## src/rtl/gene_pkg.sv

```systemverilog
// rtl/gene_pkg.sv - shared 2-bit nucleotide codes, ASCII constants and mapping helpers
package gene_pkg;

    localparam logic [1:0] BASE_A = 2'b00;
    localparam logic [1:0] BASE_C = 2'b01;
    localparam logic [1:0] BASE_T = 2'b10;
    localparam logic [1:0] BASE_G = 2'b11;

    localparam logic [7:0] ASCII_A = 8'h41;
    localparam logic [7:0] ASCII_C = 8'h43;
    localparam logic [7:0] ASCII_G = 8'h47;
    localparam logic [7:0] ASCII_T = 8'h54;

    typedef struct packed {
        logic       is_base;
        logic [1:0] code;
    } base_dec_t;

    typedef enum logic {
        ST_FILL = 1'b0,
        ST_HOLD = 1'b1
    } pack_state_t;

    // Setting bit 5 folds upper case onto lower case for letters only.
    function automatic base_dec_t ascii_to_base(input logic [7:0] ch);
        base_dec_t  dec;
        logic [7:0] low;
        low = ch | 8'h20;
        dec = '{is_base: 1'b1, code: BASE_A};
        if (low == (ASCII_A | 8'h20))      dec.code = BASE_A;
        else if (low == (ASCII_C | 8'h20)) dec.code = BASE_C;
        else if (low == (ASCII_T | 8'h20)) dec.code = BASE_T;
        else if (low == (ASCII_G | 8'h20)) dec.code = BASE_G;
        else                               dec = '{is_base: 1'b0, code: 2'b00};
        return dec;
    endfunction

    function automatic logic [7:0] base_to_ascii(input logic [1:0] code);
        logic [7:0] ch;
        case (code)
            BASE_A:  ch = ASCII_A;
            BASE_C:  ch = ASCII_C;
            BASE_T:  ch = ASCII_T;
            default: ch = ASCII_G;
        endcase
        return ch;
    endfunction

endpackage

```

## src/rtl/ascii_base_encoder.sv

```systemverilog
// rtl/ascii_base_encoder.sv - combinational ASCII byte to 2-bit base code decoder
module ascii_base_encoder
    import gene_pkg::*;
(
    input  logic [7:0] in_data,
    output logic [1:0] code,
    output logic       is_base
);

    base_dec_t dec;

    always_comb begin
        dec     = ascii_to_base(in_data);
        code    = dec.code;
        is_base = dec.is_base;
    end

endmodule

```

## src/rtl/ascii_to_twobit_packer.sv

```systemverilog
// rtl/ascii_to_twobit_packer.sv - packs an ASCII nucleotide stream into words of 2-bit codes
module ascii_to_twobit_packer
    import gene_pkg::*;
#(
    parameter int BASES_PER_WORD = 4,
    parameter int ERR_CNT_W      = 16
) (
    input  logic                              clk,
    input  logic                              rst_n,
    input  logic [7:0]                        in_data,
    input  logic                              in_valid,
    input  logic                              in_last,
    output logic                              in_ready,
    output logic [2*BASES_PER_WORD-1:0]       out_data,
    output logic [$clog2(BASES_PER_WORD+1)-1:0] out_count,
    output logic                              out_last,
    output logic                              out_valid,
    input  logic                              out_ready,
    output logic                              err_pulse,
    output logic [ERR_CNT_W-1:0]              err_count
);

    localparam int DW = 2 * BASES_PER_WORD;
    localparam int CW = $clog2(BASES_PER_WORD + 1);
    localparam int FW = $clog2(BASES_PER_WORD);
    localparam logic [FW-1:0] LAST_SLOT = FW'(BASES_PER_WORD - 1);

    pack_state_t   state;
    logic [FW-1:0] fill_cnt;
    logic [DW-1:0] acc;
    logic [DW-1:0] acc_next;
    logic [CW-1:0] held_count;
    logic [1:0]    code;
    logic          is_base;
    logic          accept;
    logic          flush;

    ascii_base_encoder u_encoder (
        .in_data (in_data),
        .code    (code),
        .is_base (is_base)
    );

    always_comb begin
        in_ready   = rst_n && (!out_valid || out_ready);
        accept     = in_valid && in_ready;
        acc_next   = acc;
        if (is_base) acc_next = acc | (DW'(code) << {fill_cnt, 1'b0});
        held_count = CW'(fill_cnt) + CW'(is_base);
        flush      = accept && ((is_base && (fill_cnt == LAST_SLOT)) || in_last);
    end

    always_ff @(posedge clk or negedge rst_n) begin
        if (!rst_n) begin
            state     <= ST_FILL;
            fill_cnt  <= '0;
            acc       <= '0;
            out_data  <= '0;
            out_count <= '0;
            out_last  <= 1'b0;
            out_valid <= 1'b0;
            err_pulse <= 1'b0;
            err_count <= '0;
        end else begin
            err_pulse <= accept && !is_base;
            if (accept && !is_base && (err_count != '1)) err_count <= err_count + 1'b1;

            if (flush) begin
                acc      <= '0;
                fill_cnt <= '0;
            end else if (accept && is_base) begin
                acc      <= acc_next;
                fill_cnt <= fill_cnt + 1'b1;
            end

            // A flush in HOLD implies out_ready, so the held word is consumed as the new one loads.
            case (state)
                ST_FILL: begin
                    if (flush) begin
                        out_data  <= acc_next;
                        out_count <= held_count;
                        out_last  <= in_last;
                        out_valid <= 1'b1;
                        state     <= ST_HOLD;
                    end
                end
                ST_HOLD: begin
                    if (flush) begin
                        out_data  <= acc_next;
                        out_count <= held_count;
                        out_last  <= in_last;
                    end else if (out_ready) begin
                        out_valid <= 1'b0;
                        state     <= ST_FILL;
                    end
                end
                default: state <= ST_FILL;
            endcase
        end
    end

endmodule

```

## config.mk

```make
export PLATFORM = sky130hd
export DESIGN_NAME = ascii_to_twobit_packer
export DESIGN_NICKNAME = d
export VERILOG_FILES = /design/src/rtl/gene_pkg.sv /design/src/rtl/ascii_base_encoder.sv /design/src/rtl/ascii_to_twobit_packer.sv
export SDC_FILE = /design/constraint.sdc
export NUM_CORES = 1
export LEC_CHECK = 0
export ABC_AREA = 0
export BUFFER_PORTS_ARGS = -buffer_cell sky130_fd_sc_hd__buf_4
export CORE_MARGIN = 2
export CORE_UTILIZATION = 57
export CTS_CLUSTER_SIZE = 24
export DETAILED_ROUTE_END_ITERATION = 12
export HOLD_SLACK_MARGIN = 0.08
export PLACE_DENSITY = 0.89
export SETUP_SLACK_MARGIN = 0.4
export SYNTH_ARGS = -nofsm -noshare
export SYNTH_HDL_FRONTEND = slang
export SYNTH_HIERARCHICAL = 1
export SYNTH_SLANG_ARGS = --single-unit
```

## constraint.sdc

```tcl
create_clock -name clk -period 2.87 [get_ports clk]
set_input_delay 0.1435 -clock clk [delete_from_list [all_inputs] [get_ports clk]]
set_output_delay 0.1435 -clock clk [all_outputs]
set_load 0.02 [all_outputs]
```

==> impl_metrics.env <==
export IMPL_cts_root_buf="clkbuf_4"
export IMPL_tightest_slew_ns=0.650
export IMPL_dp_hpwl_um=2780
export IMPL_synth_cells=202
export IMPL_syn_area_sq_um=1960
export IMPL_clk_pin_slew_ns=0.13
export IMPL_maxSlewHeadroom=0.567
export IMPL_final_layout_size_suffix_gt1_frac=0.225
export IMPL_startpoint_type="flop"
export IMPL_insertion_delay_ns=0.36
export IMPL_drt_iter0_drc=103
export IMPL_finalMaxSlewViolations=0
export IMPL_grt_max_degree=45
export IMPL_slowest_stage="dfrtp_1"
export IMPL_r2r_start="fill_cnt[0]"
export IMPL_synth_edff_count=0
export IMPL_crit_path_cell_trace="ha_1 -> a21oi_1 -> or3_1 -> nand2_1 -> o21ai_0"
export IMPL_place_congestion=0.827
export IMPL_timing_hold_ws_ns=0.129
export IMPL_cts_sinks=41
export IMPL_fin_crit_ns=1.99
export IMPL_final_core_util=0.723
export IMPL_syn2layout_area_growth_pct=22.5
export IMPL_regArea_sq_um=1030
export IMPL_internal_power_mw=0.906
export IMPL_synthArstFlopShare=1.00
export IMPL_p_switching_mw=0.444
export IMPL_track_usage=0.215
export IMPL_swShare=0.329
export IMPL_fp_row_count=21
export IMPL_detail_route_first_pass_iterations=4
export IMPL_worst_path_max_fanout=23
export IMPL_clock_fmax_mhz=503
export IMPL_setup_viol=0
export IMPL_die_area_sq_um=3920
export IMPL_ant_nets=0
export IMPL_cts_buffers=5
export IMPL_wl_um=3990
export IMPL_path_class="reg2reg"
export IMPL_multi_input_area_sq_um=863
export IMPL_hold_start="in_valid"
export IMPL_hold_path_class="in2reg"
export IMPL_grt_pass1_vias=1492
export IMPL_routed_via_density=5.54
export IMPL_cts_resized=0
export IMPL_dp_cells=284
export IMPL_ctsHoldBuffers=3
export IMPL_grt_pass1_wl_um=6620
export IMPL_core_area_sq_um=3310
export IMPL_syn_avg_cell_area_sq_um=9.68
export IMPL_initial_core_util=0.591
export IMPL_cts_tree="done"
export IMPL_p_clk_frac=0.226
export IMPL_pre_cts_slack_ns=0.802
export IMPL_io_buffers=42
export IMPL_crit_required_ns=3.08
export IMPL_fillers=250
export IMPL_fin_nets=265
export IMPL_skew_ns=0.0137
export IMPL_setup_tns_ns=0
export IMPL_finalHoldViolCount=0
export IMPL_synth_ff_type="dfrtp_1"
export IMPL_rrSetupSlack_ns=0.88
export IMPL_vias=1634
export IMPL_die_w_um=62.6
export IMPL_whs_path_depth=3
export IMPL_final_cell_count_no_fill=295
export IMPL_antenna_found_initial=0
export IMPL_powerDensity_nw_per_um2=564
export IMPL_vdd_drop_max_mv=0.515
export IMPL_rsz0062_at_grt="false"
export IMPL_seq_power_share=0.529
export IMPL_pwr_share_comb=0.245
export IMPL_cp_slowest_stage_delay_ns=0.62
export IMPL_ys_ff_latch=41
export IMPL_drc=0
export IMPL_arrival_ns=2.20
export IMPL_clock_path_buffers=2
export IMPL_crit_path_end_kind="flop"
export IMPL_maxCapViolCount=0
export IMPL_p_leak_nw=1.18
export IMPL_worst_hold_path_endpoint="fill_cnt[1]"
export IMPL_dieHeight_um=62.6
export IMPL_ys_seq_area_frac=0.525
export IMPL_htree_levels=2
export IMPL_post_drt_wl_per_cell_um=13.5
export IMPL_status="complete, no violations"
export IMPL_ioPinCount=44
export IMPL_r2r_end="out_data[3]"
export IMPL_worstSetupStartpoint="fill_cnt[0]"
export IMPL_ys_warn_count=6
export IMPL_worst_slack_ns=0.881
export IMPL_synthDistinctLibCells=32
export IMPL_diodes=0
export IMPL_grt_overflow_total=0
export IMPL_cts_setup_buffers=0
export IMPL_fin_crit_sh=0.693
export IMPL_reg2reg_depth=5
export IMPL_synth_nets=219
==> final cells by class <==
| cell class | count | share of cell area |
|---|---|---|
| Timing Repair Buffer | 48 | 0.154 |
| Tap cell | 46 | 0.0240 |
| Sequential cell | 41 | 0.428 |
| Clock inverter | 2 | 0.00575 |
| Multi-Input combinational cell | 148 | 0.361 |
| Inverter | 4 | 0.00627 |
| Clock buffer | 6 | 0.0214 |
==> state kept, by name, summed over array words and instances (netlist names) <==
signal / cells
acc: 8
err_count: 16
out_count: 3
out_last: 1
fill_cnt: 2
out_data: 8
state: 1
err_pulse: 1
out_valid: 1
==> worst max-delay path, delay by kind of cell (launching register included) <==
family	cells	cell delay (ns)
DFF	1	0.62
adders and majority gates	1	0.27
AOI/OAI and AO/OA	2	0.19
and+or+nand+nor	2	0.78
==> cell usage after synthesis, types with 3 or more instances <==
master	count	area share
inv_1	4	0.0077
clkbuf_1	5	0.0096
o21a_1	4	0.015
xor2_1	16	0.072
nor2_1	17	0.033
nand2_1	35	0.067
nor3_1	8	0.020
ha_1	4	0.026
nor4_1	5	0.016
a31oi_1	7	0.022
nand4_1	7	0.022
nor2b_1	5	0.016
and3_1	3	0.0096
nand3_1	3	0.0077
a21oi_1	7	0.018
dfrtp_1	41	0.52
o21ai_0	10	0.026
==> through the flow <==
step / total power [mW] / instance area (sq um)
4_1_cts: 1.36 / 2390
3_3_place_gp: 1.04 / 2300
6_report: 1.35 / 2390
5_1_grt: 1.43 / 2390
2_1_floorplan: 0.895 / 1960
3_5_place_dp: 1.05 / 2300
==> cells in the final DEF (no fill, tap or decap), types with 2 or more instances in the layout <==
master         instances
or2b_1                 2
or3_1                  2
inv_1                  4
nand2_1               35
nor3_1                 8
nor2b_1                5
buf_4                 45
xor2_1                16
nand2b_1               2
ha_1                   4
o21ai_0               10
dlygate4sd3_1          3
o21a_1                 4
nand3_1                3
a31oi_1                7
and3_1                 3
nand4_1                7
nor4_1                 5
nor2_1                17
clkbuf_4               5
dfrtp_1               41
a21oi_1                7
and2_1                 2
==> how the worst max path moves through the flow <==
stage and endpoint:
6_report out_data[3], 5_1_grt out_data[3], 4_1_cts out_data[3], 3_5_place_dp err_count[1]
3_3_place_gp err_count[1], 2_1_floorplan err_count[13]
==> per-layer routing <==
layer / up-vias / wire [um] / global-route usage
li1: 797 / - / -
met1: 789 / 1780 / 0.272
met2: 39 / 1930 / 0.344
met3: 9 / 200 / 0.0595
met4: 0 / 78 / 0.0972
met5: - / 0 / 0
==> power groups by stage <==
stage | Clock [mW] | Sequential [mW] | Combinational [mW]
2_1_floorplan | 0 | 0.778 | 0.116
3_3_place_gp | 0 | 0.718 | 0.319
3_5_place_dp | 0 | 0.723 | 0.329
4_1_cts | 0.311 | 0.712 | 0.334
5_1_grt | 0.347 | 0.724 | 0.358
6_report | 0.305 | 0.714 | 0.331
==> logic make-up after synthesis <==
family                   count (synthesis)  share of synthesized area
AO/OA/AOI/OAI                           32                     0.0985
XOR/XNOR                                16                     0.0717
adder cells (fa/ha/maj)                  4                     0.0256
buffers and inverters                   13                     0.0339
flip-flops                              41                      0.525
multiplexers                             1                    0.00576
AND/OR/NAND/NOR                         95                      0.240
No activity file was read; power rests on OpenSTA's default activity.
